--- src/rtl/sdram_burst_arbiter.sv ---
// sdram_burst_arbiter: round-robin write/read burst request generator for the SDRAM core,
// with wrapping burst pointers inside a configurable region and FIFO strobe routing.
module sdram_burst_arbiter #(
  parameter int APP_ADDR_WIDTH  = 24,
  parameter int APP_BURST_WIDTH = 9,
  parameter int SDR_DQ_WIDTH    = 16,
  parameter int FIFO_LVL_WIDTH  = 11,
  parameter int BURST_LEN       = 256,
  parameter int ADDR_BASE       = 0,
  parameter int ADDR_SPAN       = 786432
) (
  input  logic                       clk,
  input  logic                       rst_n,
  input  logic                       enable,
  input  logic                       wr_addr_clr,
  input  logic                       rd_addr_clr,
  input  logic [FIFO_LVL_WIDTH-1:0]  wr_fifo_level,
  input  logic [SDR_DQ_WIDTH-1:0]    wr_fifo_rdata,
  output logic                       wr_fifo_rd_en,
  input  logic [FIFO_LVL_WIDTH-1:0]  rd_fifo_free,
  output logic [SDR_DQ_WIDTH-1:0]    rd_fifo_wdata,
  output logic                       rd_fifo_wr_en,
  output logic                       wr_burst_req,
  output logic [APP_BURST_WIDTH-1:0] wr_burst_len,
  output logic [APP_ADDR_WIDTH-1:0]  wr_burst_addr,
  output logic [SDR_DQ_WIDTH-1:0]    wr_burst_data,
  input  logic                       wr_burst_data_req,
  input  logic                       wr_burst_finish,
  output logic                       rd_burst_req,
  output logic [APP_BURST_WIDTH-1:0] rd_burst_len,
  output logic [APP_ADDR_WIDTH-1:0]  rd_burst_addr,
  input  logic [SDR_DQ_WIDTH-1:0]    rd_burst_data,
  input  logic                       rd_burst_data_valid,
  input  logic                       rd_burst_finish,
  output logic                       busy
);
  typedef enum logic [2:0] {IDLE, WR_REQ, WR_WAIT, RD_REQ, RD_WAIT} state_t;
  localparam int AW = APP_ADDR_WIDTH;
  localparam logic [AW:0] BASE = (AW+1)'(ADDR_BASE);
  localparam logic [AW:0] LIMIT = (AW+1)'(ADDR_BASE + ADDR_SPAN);
  localparam logic [AW:0] STEP = (AW+1)'(BURST_LEN);
  localparam logic [FIFO_LVL_WIDTH-1:0] LVL = FIFO_LVL_WIDTH'(BURST_LEN);
  state_t state_q, state_d;
  logic [AW-1:0] wr_ptr_q, wr_ptr_d, rd_ptr_q, rd_ptr_d, wr_adv, rd_adv;
  logic [AW:0] wr_nxt, rd_nxt;
  logic wr_pend_q, wr_pend_d, rd_pend_q, rd_pend_d;
  logic lg_rd_q, lg_rd_d;
  logic wr_ok, rd_ok, wr_own, rd_own, wr_fin, rd_fin;
  assign wr_fifo_rd_en = wr_burst_data_req;
  assign wr_burst_data = wr_fifo_rdata;
  assign rd_fifo_wr_en = rd_burst_data_valid;
  assign rd_fifo_wdata = rd_burst_data;
  assign wr_burst_len  = APP_BURST_WIDTH'(BURST_LEN);
  assign rd_burst_len  = APP_BURST_WIDTH'(BURST_LEN);
  assign wr_burst_req  = state_q == WR_REQ;
  assign rd_burst_req  = state_q == RD_REQ;
  assign wr_burst_addr = wr_ptr_q;
  assign rd_burst_addr = rd_ptr_q;
  assign busy          = state_q != IDLE;
  assign wr_ok  = enable && wr_fifo_level >= LVL;
  assign rd_ok  = enable && rd_fifo_free >= LVL;
  assign wr_own = state_q == WR_REQ || state_q == WR_WAIT;
  assign rd_own = state_q == RD_REQ || state_q == RD_WAIT;
  assign wr_fin = state_q == WR_WAIT && wr_burst_finish;
  assign rd_fin = state_q == RD_WAIT && rd_burst_finish;
  // One extra bit keeps the wrap compare exact at the top of the address space
  assign wr_nxt = {1'b0, wr_ptr_q} + STEP;
  assign rd_nxt = {1'b0, rd_ptr_q} + STEP;
  assign wr_adv = wr_nxt >= LIMIT ? BASE[AW-1:0] : wr_nxt[AW-1:0];
  assign rd_adv = rd_nxt >= LIMIT ? BASE[AW-1:0] : rd_nxt[AW-1:0];
  always_comb begin
    state_d   = state_q;
    lg_rd_d   = lg_rd_q;
    wr_ptr_d  = wr_ptr_q;
    rd_ptr_d  = rd_ptr_q;
    wr_pend_d = wr_pend_q;
    rd_pend_d = rd_pend_q;
    if (wr_fin) begin
      wr_ptr_d  = (wr_addr_clr || wr_pend_q) ? BASE[AW-1:0] : wr_adv;
      wr_pend_d = 1'b0;
    end else if (wr_addr_clr) begin
      if (wr_own) wr_pend_d = 1'b1;
      else wr_ptr_d = BASE[AW-1:0];
    end
    if (rd_fin) begin
      rd_ptr_d  = (rd_addr_clr || rd_pend_q) ? BASE[AW-1:0] : rd_adv;
      rd_pend_d = 1'b0;
    end else if (rd_addr_clr) begin
      if (rd_own) rd_pend_d = 1'b1;
      else rd_ptr_d = BASE[AW-1:0];
    end
    case (state_q)
      IDLE:
        if (wr_ok && (!rd_ok || lg_rd_q)) begin
          state_d = WR_REQ;
          lg_rd_d = 1'b0;
        end else if (rd_ok) begin
          state_d = RD_REQ;
          lg_rd_d = 1'b1;
        end
      WR_REQ:  state_d = wr_burst_data_req ? WR_WAIT : WR_REQ;
      WR_WAIT: state_d = wr_burst_finish ? IDLE : WR_WAIT;
      RD_REQ:  state_d = rd_burst_data_valid ? RD_WAIT : RD_REQ;
      RD_WAIT: state_d = rd_burst_finish ? IDLE : RD_WAIT;
      default: state_d = IDLE;
    endcase
  end
  always_ff @(posedge clk or negedge rst_n) begin
    if (!rst_n) begin
      state_q   <= IDLE;
      lg_rd_q   <= 1'b1;
      wr_ptr_q  <= BASE[AW-1:0];
      rd_ptr_q  <= BASE[AW-1:0];
      wr_pend_q <= 1'b0;
      rd_pend_q <= 1'b0;
    end else begin
      state_q   <= state_d;
      lg_rd_q   <= lg_rd_d;
      wr_ptr_q  <= wr_ptr_d;
      rd_ptr_q  <= rd_ptr_d;
      wr_pend_q <= wr_pend_d;
      rd_pend_q <= rd_pend_d;
    end
  end
endmodule

--- config.mk ---
export PLATFORM = sky130hd
export DESIGN_NAME = sdram_burst_arbiter
export DESIGN_NICKNAME = d
export VERILOG_FILES = /design/src/rtl/sdram_burst_arbiter.sv
export SDC_FILE = /design/constraint.sdc
export NUM_CORES = 1
export LEC_CHECK = 0
export ABC_CLOCK_PERIOD_IN_PS = 2700
export BUFFER_PORTS_ARGS = -buffer_cell sky130_fd_sc_hd__clkbuf_2
export CAP_MARGIN = 20
export CORE_AREA = 3 3 121 77
export DETAILED_ROUTE_END_ITERATION = 6
export DIE_AREA = 0 0 124 80
export PLACE_DENSITY = 0.63
export RECOVER_POWER = 50
export SLEW_MARGIN = 20
export SYNTH_ARGS = -nofsm -noshare
export SYNTH_HDL_FRONTEND = slang
export SYNTH_SLANG_ARGS = --single-unit
--- constraint.sdc ---
create_clock -name clk -period 2.7 [get_ports clk]
set_input_delay 0.54 -clock clk [delete_from_list [all_inputs] [get_ports clk]]
set_output_delay 0.54 -clock clk [all_outputs]
set_load 0.03 [all_outputs]
* Yosys cells after proc, flatten, opt, wreduce, memory -nomap -nowiden
Cells that the tools add are included.
** Word-level totals
- Logic and storage cells :: 67
- Output and inout port bits :: 103
- Bits of input ports :: 63
- Flip-flop bits (word level) :: 54
** Operators by class
- Reductions and logical operators :: 23
- Multiplexer cells :: 25
- Add/subtract/negate cells :: 2
- Magnitude comparators :: 4
- Equal/unequal tests :: 7
** Operators with widths (count)
- $mux 24 :: 10
- $add 24x9->25 const B :: 2
- $ge 25x20->1 const B :: 2
- $ge 11x9->1 const B :: 2
- $pmux 3 s5 :: 1
- $mux 3 :: 4
- $reduce_and 2->1 :: 5
- $reduce_bool 2->1 :: 5
- $mux 1 :: 8
- $eq 3x2->1 const B :: 2
- $logic_and 1x1->1 :: 5
- $logic_or 1x1->1 :: 5
- $mux 2 :: 2
- $ne 2x1->1 const B :: 2
- $eq 3x1->1 const B :: 1
- $eq 3x3->1 const B :: 1
- $logic_not 3->1 :: 1
- $ne 3x3->1 const B :: 1
- $reduce_bool 3->1 :: 1
- $logic_not 1->1 :: 1

* Depth between registers and ports, before layout
- Word-level depth :: 7
- Mapped depth :: 8
- Depth with buffers taken out :: 7

* Worst setup path after synthesis
Ideal clock, no wire load.
- Kind :: register to register
- From :: register rd_ptr_q[8], in the netlist rd_burst_addr[8]
- To :: register rd_ptr_q[14], in the netlist rd_burst_addr[14]
- Period minus slack after synthesis :: 2.369 ns
- Data arrival time :: 2.288 ns
- Setup slack :: 0.331 ns
- Path buffers :: 1
- Data required time :: 2.620 ns
- Stages on the path, launching flop included :: 9
- Cell sequence :: dfrtp_1 -> ha_1 -> nand3_1 -> nor4_1 -> mux2i_1 -> nor4b_2 -> buf_4 -> nand2_1 -> o211ai_2
** On the way
- Longest elaborated chain between the ends :: 5
** Ends and longest elaborated chain
- from (decl) :: RTL line 44 : logic [AW-1:0] wr_ptr_q, wr_ptr_d, rd_ptr_q, rd_ptr_d, wr_adv, rd_adv;
- from (signal assigned) :: RTL line 113 : rd_ptr_q <= BASE[AW-1:0];
- from (signal assigned) :: RTL line 120 : rd_ptr_q <= rd_ptr_d;
- $add 24x9->25 * :: RTL line 68 : assign rd_nxt = {1'b0, rd_ptr_q} + STEP;
- $ge 25x20->1 :: RTL line 70 : assign rd_adv = rd_nxt >= LIMIT ? BASE[AW-1:0] : rd_nxt[AW-1:0];
- $mux 24 * :: RTL line 70
- $mux 24 * :: RTL line 86 : rd_ptr_d = (rd_addr_clr || rd_pend_q) ? BASE[AW-1:0] : rd_adv;
- $mux 24 * :: RTL line 85 : if (rd_fin) begin
Every way passes the cells marked *; elsewhere a longest branch is shown, timed or not.
A chain may end at the register's enable or synchronous reset.

* Worst setup path in the final report
- From :: register rd_ptr_q[9], in the netlist rd_burst_addr[9]
- To :: register rd_ptr_q[14], in the netlist rd_burst_addr[14]
Same word-level chain as after synthesis.

==> flow_results.org <==
** Critical path
- Counting both buffers and inverters, the worst setup path holds a total of 1.
- Cells traversed along the worst timing path :: ha_1 -> nand3_2 -> nor4_2 -> mux2i_1 -> nor4b_2 -> buf_4 -> nand2_1 -> o211ai_2
- CP startpoint kind :: flop
- On the critical path, the stage with the largest delay is an instance of sky130_fd_sc_hd__dfrtp_1.
- STA classifies the critical path endpoint as a flop.
- Kind of cell with the highest combined delay on the critical path :: simple AND/OR/NAND/NOR gates
- Delay of the slowest cell on the worst path :: 0.48 ns
- CP Data Arrival Time :: 2.59 ns
- The critical path is of the flop to flop type.
- In this run the critical register-to-register path is launched from rd_burst_addr[9].
- Counting buffers and inverters, the worst setup path is 8 cells deep.
- Required time of the worst setup path :: 2.90 ns
- Counting cells, the worst reg-to-reg path comes to 8.
- Critical path startpoint :: rd_burst_addr[9]
- Highest net fanout along the worst path :: 12

** Synth
- Count of distinct cell types in the synthesized netlist :: 48
- After synthesis the netlist holds a flip-flop and latch count of 38.
- Synthesis produced a netlist whose cell count is 350.
- Mean instance size in the synthesized netlist :: 8.17 sq um
- Synth warn :: 0
- For this run, the register share of the synthesized area comes to 0.333.
- The cell area that synthesis handed to floorplanning was 0.00286 sq mm.
- Ys async rst share :: 1.00
- In the synthesized netlist the dominant register cell turns out to be sky130_fd_sc_hd__dfrtp_1.
- In this run, synthesis inferred 0 flip-flops with an integrated enable.

** Finish
- Layout cell share with drive strength beyond 1 :: 0.217
- 0 antenna diodes ended up in the layout.
- Relative to the synthesized area, the layout overhead comes to 6.65%.
- The layout has 866 filler cells.
- Final Net Count :: 437
- With fillers left out, the area of the finished cells amounts to 0.00305 sq mm.

** Floorplanning
- Area of the core region :: 0.00833 sq mm
- The die is 80 um tall.
- Initial core utilization :: 0.343
- Pin placement for this block handled 166 I/O pins.
- Die area :: 0.00992 sq mm
- In this run the core area contains 26 standard-cell rows.
- The die is 124 um wide.

** Routing
- Remaining routing DRC violations :: 0
- Mean routed wirelength per cell :: 13.6 um
- Dividing the detail-routed via count by the number of cells gives 4.94.
- Final Routed Wirelength :: 6570 um
- The count of nets left with antenna violations once routing finished came out at 0.
- Number of design-rule violations left by the first detailed-router iteration :: 120
- Vias after detailed routing :: 2394
- The pre-antenna-repair detailed-routing pass consisted of 4 iterations.

** STA
- Setup repair after global routing left no endpoint under its margin.
- The max-slew violation count is 0.
- The final count of hold timing violations is 0.
- Subtracting the final worst setup slack from the clock period gives 2.40 ns.
- Timing would allow up to 0.417 GHz.
- The clock arrives with 0.00159 ns of skew.
- Setup violations remaining at the end of the flow were counted as 0.
- Across all hold checks on the routed design, the worst slack comes to 0.476 ns.
- After routing, the total negative slack on setup checks comes to 0 ns.
- Measured slew at the worst slew-check pin :: 1.16 ns
- Measured against its own limit, the worst slew margin works out to 0.227.
- Share of the clock period used by the worst path after layout :: 0.888

** Power and ir drop
- Leak pwr :: 1.42 nW
- Dividing total power by cell area gives a power density of 602 mW/mm^2.
- Worst IR drop on VDD :: 0.253 mV

** Placement
- During placement, the flow inserted port buffers numbering 51.
- Global placement routability congestion :: 0.833
- Summing all placed instances gives a cell area of 0.00290 sq mm.
- After legalization and detailed placement, the total HPWL measured 4980 um.

** Min path
- Min-delay worst type :: input pin to asynchronous set/reset pin

** Status
- The run finished with clean final reports.

** Clock tree
- Worst-Skew Late Latency :: 0.27 ns
- Clock tree from TritonCTS :: done
- The clock tree synthesis step divided the H-tree into 2 levels.
- TritonCTS Sinks :: 38
- Clock slew at reported path FFs :: 0.06 ns
- In this run, post-CTS repair resized a total of 0 instances.
- Counting the buffers created by CTS gives 5.
- The number of hold buffers added after CTS was 0.
- Clock Tree Buf Depth :: 2
- The tree is rooted in a sky130_fd_sc_hd__clkbuf_16.
- Number of setup buffers added after CTS :: 0

** GRT
- For this run, global-route usage on met2 was measured as 0.182.
- For met1 alone, demand over resource in global routing was 0.206.
- Gr usage total :: 0.132
- Entering global routing, the biggest net connects 21 pins.
- First-pass GRT wire length :: 10600 um
- Number of antenna violations at the first check in global routing :: 0
- Met3 Use GR :: 0.0368
- Most Crowded Layer GR :: met1
- The number of global-route vias before repair was 2127.
- Overflow left after global routing :: 0

** Job
- Across the run, the number of max-cap violations was 0.
registers in the layout (all words and copies together), names as in the netlist:
signal,count
lg_rd_q,1
rd_burst_addr,16
rd_pend_q,1
state_q,3
wr_burst_addr,16
wr_pend_q,1
stage by stage:
stage               instances  worst slack, ns  power (mW)  utilization
finish                    485            0.302        1.84        0.366
floorplan                 382            0.331        1.20            -
global route              485           0.0649        1.95        0.366
CTS                       485            0.148        1.86        0.365
detailed placement        477            0.181        1.25        0.348
global placement          477            0.273        1.24        0.348
power breakdown:
part	switching, mW	internal, mW
Sequential	0.0845	0.618
Combinational	0.364	0.179
Clock	0.225	0.366
synth_stat cells, types with 3 or more instances:
cell type / count / area, sq um
sky130_fd_sc_hd__buf_4: 70 / 526
sky130_fd_sc_hd__nand3_1: 27 / 135
sky130_fd_sc_hd__nor3_1: 5 / 25.0
sky130_fd_sc_hd__nor3b_1: 3 / 22.5
sky130_fd_sc_hd__or2_2: 5 / 31.3
sky130_fd_sc_hd__nand2_1: 39 / 146
sky130_fd_sc_hd__and2_1: 10 / 62.6
sky130_fd_sc_hd__nor4_1: 3 / 18.8
sky130_fd_sc_hd__dfrtp_1: 37 / 926
sky130_fd_sc_hd__o211ai_1: 3 / 22.5
sky130_fd_sc_hd__and3_1: 3 / 18.8
sky130_fd_sc_hd__nand2b_1: 5 / 31.3
sky130_fd_sc_hd__nor4b_1: 3 / 26.3
sky130_fd_sc_hd__inv_1: 8 / 30.0
sky130_fd_sc_hd__o21ai_0: 13 / 65.1
sky130_fd_sc_hd__clkbuf_1: 7 / 26.3
sky130_fd_sc_hd__nor2_1: 20 / 75.1
sky130_fd_sc_hd__nor2b_1: 3 / 18.8
sky130_fd_sc_hd__nand4b_1: 4 / 35.0
sky130_fd_sc_hd__or3_1: 9 / 56.3
sky130_fd_sc_hd__nand4_1: 11 / 68.8
sky130_fd_sc_hd__a21o_1: 9 / 67.6
sky130_fd_sc_hd__a31oi_1: 3 / 18.8
sky130_fd_sc_hd__a21oi_1: 14 / 70.1
routing by layer:
metal	vias to the layer above	part of all wire	wire length (um)
li1	1186	-	-
met1	1134	0.53	3460
met2	70	0.40	2660
met3	4	0.066	437
met4	0	0.0024	16
met5	-	0	0
cell families (layout without fill, tap and decap cells):
kind of cell | Yosys count | count (layout) | synth area share
simple gates | 157 | 157 | 0.297
fa+ha+maj | 2 | 2 | 0.00875
buf+inv | 87 | 78 | 0.207
compound gates | 60 | 60 | 0.138
xor+xnor | 2 | 2 | 0.00613
other cells | 2 | 34 | 0.00263
mux | 2 | 2 | 0.00700
flops | 38 | 38 | 0.333
path summary, 6_finish.rpt:
kind | end | slack [ns]
setup / recovery | rd_burst_addr[14] | 0.30
hold / removal | rd_burst_addr[20] | 0.48
setup reg to reg | rd_burst_addr[14] | 0.30
hold reg to reg | lg_rd_q | 0.52
max in group asynchronous | rd_burst_addr[9] | 0.63
min in group clk | state_q[2] | 0.50
layout make-up:
type / instances / area, sq um / area share
multi-input combinational: 257 / 1450 / 0.474
timing repair buffer: 62 / 333 / 0.109
clock buffer: 7 / 143 / 0.0468
tap: 112 / 140 / 0.0460
clock inverter: 1 / 5.00 / 0.00164
inverter: 8 / 30.0 / 0.00985
sequential: 38 / 952 / 0.312
cell usage in the layout (no fill, tap or decap), drive strengths merged, types with 3 or more instances in the layout:
cell type  synthesis  layout
inv                8       8
nor4               3       3
or3                9       9
nand4             11      11
nor3               6       6
nand3             29      29
o211ai             4       4
nand2             39      39
nor3b              3       3
and3               3       3
o21ai             15      15
and2              10      10
conb               2      34
buf               72      10
nand4b             4       4
a21o               9       9
a31oi              3       3
nand2b             5       5
or2                5       5
clkbuf             7      59
dfrtp             37      37
nor2b              3       3
a21oi             14      14
nor4b              5       5
nor2              20      20
No activity file was read; power rests on OpenSTA's default activity.
